===== config.mk =====
export PLATFORM = sky130hd
export DESIGN_NAME = node_mem_arbiter
export DESIGN_NICKNAME = d
export VERILOG_FILES = /design/src/rtl/node_mem_arbiter.sv
export SDC_FILE = /design/constraint.sdc
export NUM_CORES = 1
export LEC_CHECK = 0
export BUFFER_PORTS_ARGS = -buffer_cell sky130_fd_sc_hd__buf_2
export CORE_UTILIZATION = 44
export CTS_CLUSTER_SIZE = 25
export DETAILED_ROUTE_END_ITERATION = 8
export PLACE_DENSITY_LB_ADDON = 0.1
export SLEW_MARGIN = 25
export SYNTH_ARGS = -nofsm -noshare
export SYNTH_HDL_FRONTEND = slang
export SYNTH_SLANG_ARGS = --single-unit

===== constraint.sdc =====
create_clock -name clk -period 2.45 [get_ports clk]
set_input_delay 0.735 -clock clk [delete_from_list [all_inputs] [get_ports clk]]
set_output_delay 0.735 -clock clk [all_outputs]
set_load 0.01 [all_outputs]

===== src/rtl/node_mem_arbiter.sv =====
// node_mem_arbiter: round-robin arbiter sharing one read port of the octree node memory between NUM_CORES cores
// Defining NODE_ARB_STATS_EN adds the stall_cycles and grant_count counters.
module node_mem_arbiter #(
  parameter int NUM_CORES   = 4,
  parameter int ADDR_W      = 32,
  parameter int DATA_W      = 32,
  parameter int MEM_LATENCY = 1
) (
  input  logic                        clk,
  input  logic                        reset_n,
  input  logic [NUM_CORES-1:0]        req,
  input  logic [NUM_CORES*ADDR_W-1:0] req_addr,
  output logic [NUM_CORES-1:0]        gnt,
  output logic [NUM_CORES-1:0]        rvalid,
  output logic [DATA_W-1:0]           rdata,
  output logic                        mem_ren,
  output logic [ADDR_W-1:0]           mem_addr,
  input  logic [DATA_W-1:0]           mem_rdata,
  output logic [NUM_CORES-1:0]        busy
`ifdef NODE_ARB_STATS_EN
  ,
  output logic [31:0]                 stall_cycles,
  output logic [31:0]                 grant_count
`endif
);
  localparam int IW = NUM_CORES > 1 ? $clog2(NUM_CORES) : 1;
  logic [NUM_CORES-1:0] gnt_q, gnt_d, rvalid_q, rvalid_d, busy_q, busy_d;
  logic [NUM_CORES-1:0] elig, gsel, rsel;
  logic [DATA_W-1:0] rdata_q, rdata_d;
  logic mem_ren_q, mem_ren_d, found;
  logic [ADDR_W-1:0] mem_addr_q, mem_addr_d;
  logic [IW-1:0] rr_q, rr_d, gid_q, gid_d, pick;
  logic [MEM_LATENCY-1:0] tv_q, tv_d;
  logic [MEM_LATENCY-1:0][IW-1:0] tid_q, tid_d;
  always_comb begin
    elig  = req & ~busy_q;
    found = 1'b0;
    pick  = rr_q;
    for (int o = 0; o < NUM_CORES; o++) begin
      if (!found && elig[(int'(rr_q) + o) % NUM_CORES]) begin
        found = 1'b1;
        pick  = IW'((int'(rr_q) + o) % NUM_CORES);
      end
    end
  end
  // The tag pipeline starts one cycle behind the grant, aligned with mem_ren.
  always_comb begin
    gsel       = found ? NUM_CORES'(1) << pick : '0;
    rsel       = tv_q[MEM_LATENCY-1] ? NUM_CORES'(1) << tid_q[MEM_LATENCY-1] : '0;
    gnt_d      = gsel;
    mem_ren_d  = found;
    mem_addr_d = found ? req_addr[int'(pick)*ADDR_W +: ADDR_W] : mem_addr_q;
    rr_d       = found ? IW'((int'(pick) + 1) % NUM_CORES) : rr_q;
    gid_d      = pick;
    busy_d     = (busy_q | gsel) & ~rsel;
    rvalid_d   = rsel;
    rdata_d    = tv_q[MEM_LATENCY-1] ? mem_rdata : rdata_q;
    tv_d       = tv_q;
    tid_d      = tid_q;
    tv_d[0]    = mem_ren_q;
    tid_d[0]   = gid_q;
    for (int s = 1; s < MEM_LATENCY; s++) begin
      tv_d[s]  = tv_q[s-1];
      tid_d[s] = tid_q[s-1];
    end
  end
  always_ff @(posedge clk or negedge reset_n) begin
    if (!reset_n) begin
      gnt_q      <= '0;
      rvalid_q   <= '0;
      rdata_q    <= '0;
      mem_ren_q  <= 1'b0;
      mem_addr_q <= '0;
      busy_q     <= '0;
      rr_q       <= '0;
      gid_q      <= '0;
      tv_q       <= '0;
      tid_q      <= '0;
    end else begin
      gnt_q      <= gnt_d;
      rvalid_q   <= rvalid_d;
      rdata_q    <= rdata_d;
      mem_ren_q  <= mem_ren_d;
      mem_addr_q <= mem_addr_d;
      busy_q     <= busy_d;
      rr_q       <= rr_d;
      gid_q      <= gid_d;
      tv_q       <= tv_d;
      tid_q      <= tid_d;
    end
  end
  assign gnt      = gnt_q;
  assign rvalid   = rvalid_q;
  assign rdata    = rdata_q;
  assign mem_ren  = mem_ren_q;
  assign mem_addr = mem_addr_q;
  assign busy     = busy_q;
`ifdef NODE_ARB_STATS_EN
  logic [31:0] stall_q, stall_d, grant_q, grant_d;
  always_comb begin
    stall_d = (|(elig & (elig - NUM_CORES'(1)))) && stall_q != '1 ? stall_q + 32'd1 : stall_q;
    grant_d = mem_ren_q && grant_q != '1 ? grant_q + 32'd1 : grant_q;
  end
  always_ff @(posedge clk or negedge reset_n) begin
    if (!reset_n) begin
      stall_q <= '0;
      grant_q <= '0;
    end else begin
      stall_q <= stall_d;
      grant_q <= grant_d;
    end
  end
  assign stall_cycles = stall_q;
  assign grant_count  = grant_q;
`endif
endmodule


* Yosys cells after proc, flatten, opt, wreduce, memory -nomap -nowiden
Index checks and enable logic that the tools add are counted.
** Word-level totals
- Bits of input ports :: 166
- Output and inout bits :: 77
- Bits in registers :: 84
- Word-level logic and storage cells :: 58
** Operators by class
- Reductions and logical operators :: 9
- $lt $le $gt $ge :: 4
- Add/subtract/negate cells :: 4
- Muxes and demuxes :: 20
- Bitwise logic cells :: 8
- Shift-type cells :: 3
** Operator list (count)
- 128-bit by 8-bit indexed part select with 32-bit output :: 1
- 3-bit by 4-bit < comparator with 1-bit output, second input constant :: 3
- 1-bit 2-to-1 mux :: 11
- 4-bit AND :: 2
- 1-bit binary-select mux with 2-bit select :: 4
- 4-bit 2-to-1 mux :: 2
- 4-bit NOT :: 2
- 1-bit by 2-bit << shifter with 4-bit output, first input constant :: 2
- 2-bit 2-to-1 mux :: 3
- 2-bit OR reduction :: 3
- 2-bit by 1-bit adder with 2-bit output, second input constant :: 2
- 2-bit adder, second input constant :: 2
- 4-bit bitwise OR :: 1
- 1-bit AND, first input constant :: 3
- 1-bit logical AND :: 3
- 1-bit logical NOT :: 3
- 2-bit by 3-bit < comparator with 1-bit output, second input constant :: 1

* Logic depth before layout (Yosys ltp)
Gate-level depths: netlist of the first run.
- Depth after elaboration :: 18
- Gate-level depth with buffers :: 10
- Gate-level depth less buffers :: 7

* Worst setup path after synthesis of the first run
Ideal clock, no wire load.
- Path kind :: in2reg
- Start point :: input req[3]
- End point :: register mem_addr_q[0], in the netlist mem_addr[0]
- Path slack :: 0.259 ns
- Library setup time :: 0.122 ns
- Path buffers :: 3
- Required time :: 2.328 ns
- Stages :: 10
- Arrival :: 2.069 ns
- Cell sequence :: nor2b_1 -> buf_6 -> o311ai_2 -> and3_1 -> buf_6 -> inv_4 -> buf_8 -> mux2_4 -> o22ai_2 -> a21oi_1
** Between the ends
- Word-level cells in the longest chain between the ends :: 14
- Elaborated cells on any way between the ends :: 26
- Those cells by class :: 1 x shift; 18 x mux; 1 x bitwise; 6 x reduce/logical
** RTL lines
- start: declaration :: line 11 : input logic [NUM_CORES-1:0] req,
- 4-bit AND * :: line 36 : elig = req & ~busy_q;
- 1-bit binary-select mux with 2-bit select :: line 40 : if (!found && elig[(int'(rr_q) + o) % NUM_CORES]) begin
- 1-bit 2-to-1 mux (not written as such) :: line 40
- 1-bit 2-to-1 mux :: line 40
- 1-bit logical NOT :: line 40
- 1-bit logical AND :: line 40
- 1-bit 2-to-1 mux :: line 40
- 1-bit logical NOT :: line 40
- 1-bit logical AND :: line 40
- 1-bit 2-to-1 mux :: line 40
- 1-bit logical NOT :: line 40
- 1-bit logical AND :: line 40
- 2-bit 2-to-1 mux :: line 40
- 128-bit by 8-bit indexed part select with 32-bit output :: line 52 : mem_addr_d = found ? req_addr[int'(pick)*ADDR_W +: ADDR_W] : mem_addr_q;
- end signal: assignment :: line 84 : mem_addr_q <= mem_addr_d;
- end: declaration :: line 31 : logic [ADDR_W-1:0] mem_addr_q, mem_addr_d;
Every way passes the cells marked *; elsewhere a longest branch is shown, timed or not. The select of a mux whose other input is x is not followed.
A chain may end at the register's enable or synchronous reset.

* Worst setup path in the final report of the first run
- Start point :: register rr_q[1]
- End point :: register mem_addr_q[8], in the netlist mem_addr[8]
** Between the ends
- Word-level cells in the longest chain between the ends :: 13
- Elaborated cells on any way between the ends :: 28
- Those cells by class :: 3 x add/sub; 1 x shift; 18 x mux; 6 x reduce/logical
** RTL lines
- start: declaration :: line 32 : logic [IW-1:0] rr_q, rr_d, gid_q, gid_d, pick;
- start signal: assignment :: line 86 : rr_q <= rr_d;
- 2-bit by 1-bit adder with 2-bit output / 1-bit binary-select mux with 2-bit select (equally long branches) :: line 40, 42
- 1-bit binary-select mux with 2-bit select / 1-bit 2-to-1 mux (equally long branches) :: line 40
- 1-bit 2-to-1 mux (not written as such) :: line 40
- 1-bit 2-to-1 mux (not written as such) / 1-bit logical NOT (equally long branches) :: line 40
- 1-bit logical AND :: line 40
- 1-bit 2-to-1 mux :: line 40
- 1-bit logical NOT :: line 40
- 1-bit logical AND :: line 40
- 1-bit 2-to-1 mux :: line 40
- 1-bit logical NOT :: line 40
- 1-bit logical AND :: line 40
- 2-bit 2-to-1 mux :: line 40
- 128-bit by 8-bit indexed part select with 32-bit output :: line 52
Several ways; a longest one is shown, not always the timed one. The select of a mux whose other input is x is not followed.

==> results of run 1 <==
## sequential cells by signal (all words and copies together) (netlist names)
register and cells:
tid_q 2, mem_ren 1, busy 4, gnt 4, rdata 32, rr_q 2
rvalid 4, gid_q 2, mem_addr 32, tv_q 1
## path summary, 6_finish.rpt
path                                          start                 endpoint  slack [ns]  depth (start not counted)
min in group clk                 gid_q[0]$_DFF_PN0_       tid_q[0]$_DFF_PN0_        0.37                          0
worst max-delay path            rr_q[1]$_DFFE_PN0P_  mem_addr[8]$_DFFE_PN0P_        0.37                          8
worst max register to register  rr_q[1]$_DFFE_PN0P_  mem_addr[8]$_DFFE_PN0P_        0.37                          8
max in group asynchronous                   reset_n         gnt[0]$_DFF_PN0_        1.50                          2
worst min register to register   gid_q[0]$_DFF_PN0_       tid_q[0]$_DFF_PN0_        0.37                          0
worst min-delay path                        reset_n  mem_addr[4]$_DFFE_PN0P_        0.32                          1
## final cells by class
cell class,instances,area share
tap,108,0.02383
inverter,3,0.002427
timing repair buffer,259,0.2498
sequential,84,0.3707
clock buffer,9,0.02184
clock inverter,7,0.01655
multi-input combinational,231,0.3149
## stage by stage
| stage | util | hold WS [ns] | instance area, um2 | power [W] | instances |
|---|---|---|---|---|---|
| 2_1_floorplan | - | 0.3312 | 4094 | 0.005329 | 346 |
| 3_3_place_gp | 0.6162 | 0.3316 | 5453 | 0.006623 | 685 |
| 3_5_place_dp | 0.6162 | 0.3528 | 5453 | 0.006748 | 685 |
| 4_1_cts | 0.6408 | 0.3216 | 5670 | 0.007822 | 701 |
| 5_1_grt | 0.6408 | 0.3364 | 5670 | 0.008309 | 701 |
| 6_report | 0.6408 | 0.3199 | 5670 | 0.007752 | 701 |
## routing by layer
metal	share of wire	global-route usage	vias to the layer above	routed length, um
met3	0.066	0.04610	16	756
met5	0	0	-	0
met4	0.018	0.09070	0	208
li1	-	-	1773	-
met2	0.52	0.4204	181	5923
met1	0.40	0.3081	1826	4606
## power groups by stage
stage / combinational (W) / clock [W] / sequential, W
after global placement: 0.00419 / 0 / 0.00244
final: 0.00424 / 0.00106 / 0.00245
after CTS: 0.00428 / 0.00109 / 0.00245
after floorplan: 0.00269 / 0 / 0.00263
after detailed placement: 0.00428 / 0 / 0.00247
after global routing: 0.00461 / 0.00115 / 0.00255
## cells by family (layout without fill, tap and decap cells)
kind of cell           Yosys count  count (layout)  synth area share
and+or+nand+nor                 65              65           0.07579
buffers and inverters           31             278           0.05104
DFF                             84              84            0.5134
muxes                           64              64            0.1788
AOI/OAI and AO/OA              102             102            0.1809
## cell usage in the layout (no fill, tap or decap), types with 2 or more instances in the layout
cell / instances
inv_8: 2
dfrtp_1: 84
o211ai_1: 2
buf_12: 6
nand2b_1: 5
nor3b_1: 2
buf_2: 241
nor2_1: 31
nor2b_1: 4
a22oi_1: 3
a21oi_1: 27
and3_1: 2
mux2i_1: 21
o22ai_1: 23
buf_4: 12
o21ai_0: 6
clkbuf_8: 9
o21ai_1: 2
a221oi_1: 23
mux2_2: 32
a31oi_1: 2
o22ai_2: 10
nand2_1: 15
mux2_4: 10
==> results.py, run 1 <==
metrics = {
    "synthesis": {
        "syn_inst": 346,
        "synth_ff_type": "dfrtp_1",
        "synth_edf_count": 0,
        "yosys_warnings": 0,
        "syn_area_um2": 4094,
        "synth_cell_type_count": 39,
        "yosys-top-cells-area": "dfrtp_1, mux2_2, mux2i_1",
        "ys_ff_latch": 84,
        "postSynthAreaPerCell_um2": 11.83,
        "synth.most_common_cell": "dfrtp_1",
        "synth_nets": 512,
        "yosysTopAreaCell": "dfrtp_1",
        "seq_area_frac_synth": 0.5134,
        "async_flop_share": 1.000,
        "synth_top_area_share": 0.5134,
        "synth_commonest_cells": "dfrtp_1, mux2_2, nor2_1",
    },
    "placement": {
        "post-place-ws_ns": 0.05373,
        "io_buffer_count": 242,
        "dp_hpwl_um": 8676,
        "gp_congestion": 0.8684,
    },
    "floorplanning": {
        "die_w_um": 98.46,
        "start_util": 0.4627,
        "ios": 243,
        "placementRows": 34,
        "core_area_um2": 8848,
        "die_h_um": 98.46,
        "die_area_um2": 9694,
    },
    "layout": {
        "multi_input_area_um2": 1785,
        "regArea_um2": 2102,
        "area_growth_pct": 38.51,
        "num-fill-cells": 773,
        "final_nets": 754,
        "n_antenna_cell": 0,
        "drive_above_1_share": 0.5632,
    },
    "timing": {
        "hold_viol": 0,
        "slew_headroom": 0.5198,
        "rsz0062_at_grt": "false",
        "worstMarginPinSlew_ns": 0.7192,
        "fin_setup_tns_ns": 0,
        "slew_viol_final": 0,
        "finalSetupViolations": 0,
        "fmax_mhz": 480.3,
        "setup_ws_ns": 0.3680,
        "fin_crit_ns": 2.082,
        "skew_ns": 0.01389,
        "min_period_over_period": 0.8498,
    },
    "detailed_routing": {
        "drc": 14,
        "postRouteAntennaNets": 0,
        "routed_wl_um": 11500,
        "firstDrtPassIters": 9,
        "drtIter0Drc": 143,
        "vias_per_cell": 5.415,
        "via_count": 3796,
        "routedWlPerCell_um": 16.40,
    },
    "power_and_ir_drop": {
        "p_comb_frac": 0.548,
        "leakage_nw": 2.844,
        "seqPwrFrac": 0.316,
        "irDropWorstVdd_mv": 0.6341,
        "powerDensity_nw_per_um2": 1367,
        "clkPwrFrac": 0.136,
        "switching_share": 0.4150,
        "p_sw_w": 0.003217,
        "p_int_w": 0.004535,
    },
    "critical_path": {
        "start_kind": "flip-flop",
        "critPathTopFamily": "flip-flops",
        "critPathMaxFanout": 13,
        "critPathKind": "flip-flop to flip-flop",
        "arrival_ns": 2.33,
        "worstPathRequired_ns": 2.69,
        "slowest_delay_ns": 0.54,
        "critPathBufInv": 2,
        "slowest_stage": "dfrtp_1",
        "critPathCaptureType": "flip-flop",
        "crit_chain": "nor3b_2 > o211ai_1 > and3_1 > inv_4 > buf_4 > mux2_4 > o22ai_2 > a21oi_1",
    },
    "clock_network": {
        "cts_tree": "yes",
        "cts_setup_buffers": 0,
        "htree_levels": 3,
        "clkSinkCount": 84,
        "clkLatencyLatePin_ns": 0.35,
        "cts-resized-gates": 0,
        "clkTransAtPathRegs_ns": 0.10,
        "root_buffer": "clkbuf_8",
        "holdBufCountCts": 0,
        "numCtsBuffers": 9,
        "cts_buffer_depth": 2,
    },
    "grt": {
        "grt_pass1_wl_um": 18580,
        "grt_pass1_vias": 3748,
        "antenna_found_initial": 0,
        "grt_max_degree": 53,
        "overflow": 0,
        "grt_usage": 0.2445,
    },
    "flow_run": {
        "timing.max_cap.violations": 0,
    },
    "worst_hold_path": {
        "hold_class": "input port to async pin",
    },
    "status": {
        "violations": "DRC",
        "status": "finished, violations left",
    },
}
(Power assumes the default switching activity.)
==> run 2, diff against run 1 <==
--- a/config.mk
+++ b/config.mk
@@ -5,8 +5,9 @@
 export SDC_FILE = /design/constraint.sdc
 export NUM_CORES = 1
 export LEC_CHECK = 0
+export ABC_AREA = 1
 export BUFFER_PORTS_ARGS = -buffer_cell sky130_fd_sc_hd__buf_2
-export CORE_UTILIZATION = 44
+export CORE_UTILIZATION = 43
 export CTS_CLUSTER_SIZE = 25
 export DETAILED_ROUTE_END_ITERATION = 8
 export PLACE_DENSITY_LB_ADDON = 0.1
==> constraint.sdc (replaced) <==
create_clock -name clk -period 1.9 [get_ports clk]
set_input_delay 0.57 -clock clk [delete_from_list [all_inputs] [get_ports clk]]
set_output_delay 0.57 -clock clk [all_outputs]
set_load 0.01 [all_outputs]
==> run 2 against run 1 <==
The run ends with DRC, setup timing left. Fmax rose by 1.5%. Setup slack got worse by 0.52 ns. Non-clock buffer count rose by 40. Register-to-register slack worse by 0.52 ns. Combinational power rose to 2.9 times the previous value. Synthesized area up 28%. Core utilization is 0.34 points higher. Largest cell class is now multi-input combinational cells. Sequential share of layout area down 8.9 points. Sequential power increased by 25%. Final area up 32%. Global-route usage up 0.66 points. Sequential cell count unchanged.
==> results.py, run 2 <==
metrics = {
    "timing": {
        "slew_headroom": 0.7599,
        "rsz0062_at_grt": "true",
        "min_period_over_period": 1.079,
        "hold_viol": 0,
        "worstMarginPinSlew_ns": 0.3574,
        "finalSetupViolations": 38,
        "fin_crit_ns": 2.050,
        "setup_ws_ns": -0.1502,
        "skew_ns": 0.01386,
        "fmax_mhz": 487.8,
        "slew_viol_final": 0,
    },
    "synthesis": {
        "yosys_warnings": 0,
        "syn_inst": 703,
        "synth.most_common_cell": "nand2_1",
        "synth_nets": 869,
        "synth_commonest_cells": "nand2_1, dfrtp_1, nand3_2",
        "postSynthAreaPerCell_um2": 7.438,
        "seq_area_frac_synth": 0.4020,
        "syn_area_um2": 5229,
        "synth_ff_type": "dfrtp_1",
        "synth_cell_type_count": 20,
        "ys_ff_latch": 84,
        "yosysTopAreaCell": "dfrtp_1",
        "yosys-top-cells-area": "dfrtp_1, nand2_1, nand3_2",
        "synth_edf_count": 0,
        "synth_top_area_share": 0.4020,
        "async_flop_share": 1.000,
    },
    "floorplanning": {
        "core_area_um2": 11610,
        "placementRows": 39,
        "die_w_um": 112.3,
        "start_util": 0.4502,
        "ios": 243,
        "die_area_um2": 12600,
        "die_h_um": 112.3,
    },
    "grt": {
        "use_met1": 0.3137,
        "grt_use_met3": 0.03348,
        "grt_pass1_wl_um": 25140,
        "antenna_found_initial": 0,
        "overflow": 0,
        "grt_pass1_vias": 5269,
        "top_usage_layer": "met2",
        "grt_usage": 0.2511,
        "grt_max_degree": 45,
        "grtUsageMet2": 0.4369,
    },
    "critical_path": {
        "critPathMaxFanout": 7,
        "reg2reg_to": "mem_addr[14]$_DFFE_PN0P_",
        "worstPathRequired_ns": 2.17,
        "endpoint": "mem_addr[14]$_DFFE_PN0P_",
        "arrival_ns": 2.32,
        "start_kind": "flip-flop",
        "rr_startpoint": "rr_q[1]$_DFFE_PN0P_",
        "critPathCaptureType": "flip-flop",
        "ff2ff_path_depth": 16,
        "ff2ff_setup_slack_ns": -0.15,
        "startpoint": "rr_q[1]$_DFFE_PN0P_",
        "critPathKind": "flip-flop to flip-flop",
    },
    "power_and_ir_drop": {
        "powerDensity_nw_per_um2": 2293,
        "p_total_w": 0.01715,
        "irDropWorstVdd_mv": 1.274,
        "p_comb_frac": 0.725,
        "p_sw_w": 0.008569,
        "switching_share": 0.4996,
        "leakage_nw": 4.349,
        "seqPwrFrac": 0.179,
        "p_int_w": 0.008585,
        "clkPwrFrac": 0.096,
    },
    "detailed_routing": {
        "routed_wl_um": 16110,
        "firstDrtPassIters": 6,
        "vias_per_cell": 4.911,
        "postRouteAntennaNets": 0,
        "via_count": 5481,
        "drc": 16,
        "drtIter0Drc": 235,
        "routedWlPerCell_um": 14.43,
    },
    "placement": {
        "post_dp_cell_area_um2": 6691,
        "gp_congestion": 0.8741,
        "io_buffer_count": 242,
        "dp_hpwl_um": 11460,
    },
    "clock_network": {
        "clkSinkCount": 84,
        "root_buffer": "clkbuf_16",
        "htree_levels": 3,
        "cts_tree": "yes",
        "cts_buffer_depth": 2,
        "numCtsBuffers": 9,
        "clkTransAtPathRegs_ns": 0.06,
        "clkLatencyLatePin_ns": 0.34,
    },
    "layout": {
        "num-fill-cells": 1047,
        "area_growth_pct": 43.10,
        "postLayoutCellArea_um2": 7482,
        "mostFrequentLayoutCell": "nand2_1",
        "final_nets": 1134,
        "final_cell_mix": "nand2_1, buf_2, dfrtp_1",
        "drive_above_1_share": 0.4604,
        "n_antenna_cell": 0,
    },
    "status": {
        "status": "finished, violations left",
        "violations": "DRC, setup timing",
    },
    "flow_run": {
        "timing.max_cap.violations": 0,
    },
    "worst_hold_path": {
        "hold_class": "input port to async pin",
    },
}
## run 2: cell types whose count changed after synthesis, sizes merged, moves of 17 or more
cell and change:
buf +17, mux2 -43, nor2 -30, o22ai -33, nand2 +406, nand3 +123
a21oi -23, mux2i -21, a221oi -23
## run 2: how the worst min path moves through the flow
stage                             startpoint                    end  cells after the start
final                                reset_n  rdata[22]$_DFFE_PN0P_                      1
after global routing                 reset_n  rdata[22]$_DFFE_PN0P_                      1
after CTS                            reset_n  rdata[22]$_DFFE_PN0P_                      1
after detailed placement  gid_q[1]$_DFF_PN0_     tid_q[1]$_DFF_PN0_                      0
after global placement    gid_q[1]$_DFF_PN0_     tid_q[1]$_DFF_PN0_                      0
after floorplan                      reset_n      busy[0]$_DFF_PN0_                      0
## run 2: per-layer routing
metal / part of all wire / vias up
met5: 0 / -
met4: 0.017 / 0
li1: - / 2727
met1: 0.42 / 2516
met3: 0.063 / 23
met2: 0.50 / 215
## run 2: power by group through the flow
stage | clock network, W | logic, W | registers [W]
6_report | 0.00165 | 0.0124 | 0.00307
2_1_floorplan | 0 | 0.00730 | 0.00333
4_1_cts | 0.00170 | 0.0111 | 0.00306
3_5_place_dp | 0 | 0.0105 | 0.00306
3_3_place_gp | 0 | 0.0103 | 0.00304
5_1_grt | 0.00177 | 0.0138 | 0.00314
## run 2: cell type report
class / instances / area, um2 / area share
Sequential cell: 84 / 2105 / 0.2813
Clock buffer: 10 / 229.0 / 0.03060
Inverter: 19 / 83.83 / 0.01120
Tap cell: 143 / 178.9 / 0.02391
Clock inverter: 6 / 48.80 / 0.006522
Multi-Input combinational cell: 555 / 2975 / 0.3977
Timing Repair Buffer: 299 / 1862 / 0.2488
## run 2: worst max-delay path: stages, from the launching register on
cell and delay, ns:
dfrtp_2 0.48, inv_4 0.12, nand2_4 0.07, nand2_4 0.09
nand3_4 0.08, nand2_4 0.11, nand2_4 0.06, nor2_4 0.13
nand3_4 0.19, nand2_8 0.17, clkbuf_16 0.17, nand2_2 0.04
nand2_1 0.06, nand2_1 0.05, nand2_1 0.05, nand2_1 0.05
nand2_1 0.06
## run 2: cells by family after synthesis
kind of cell	Yosys count	share of synthesized area
simple gates	550	0.5001
flops	84	0.4020
buf+inv	64	0.09309
compound gates	5	0.004785
## run 2: stage by stage
step                worst slack, ns  setup TNS, ns  hold slack, ns    util  instances
global route                -0.2600         -8.383          0.1433  0.6443       1116
detailed placement          -0.2688         -9.277          0.3355  0.5762       1086
finish                      -0.1502         -4.046          0.1216  0.6443       1116
CTS                        -0.06693         -1.274          0.1208  0.6174       1107
global placement            -0.2113         -6.840          0.3365  0.5762       1086
floorplan                   0.05265              0          0.2744       -        703
## run 2: what timing repair did
action | CTS | global route
resized for setup | 35 | 55
pin swaps | 4 | 19
gates cloned | 0 | 4
buffers inserted | 5 | 5
hold buffers | 0 | 0
endpoints found under the setup margin | 41 | 42
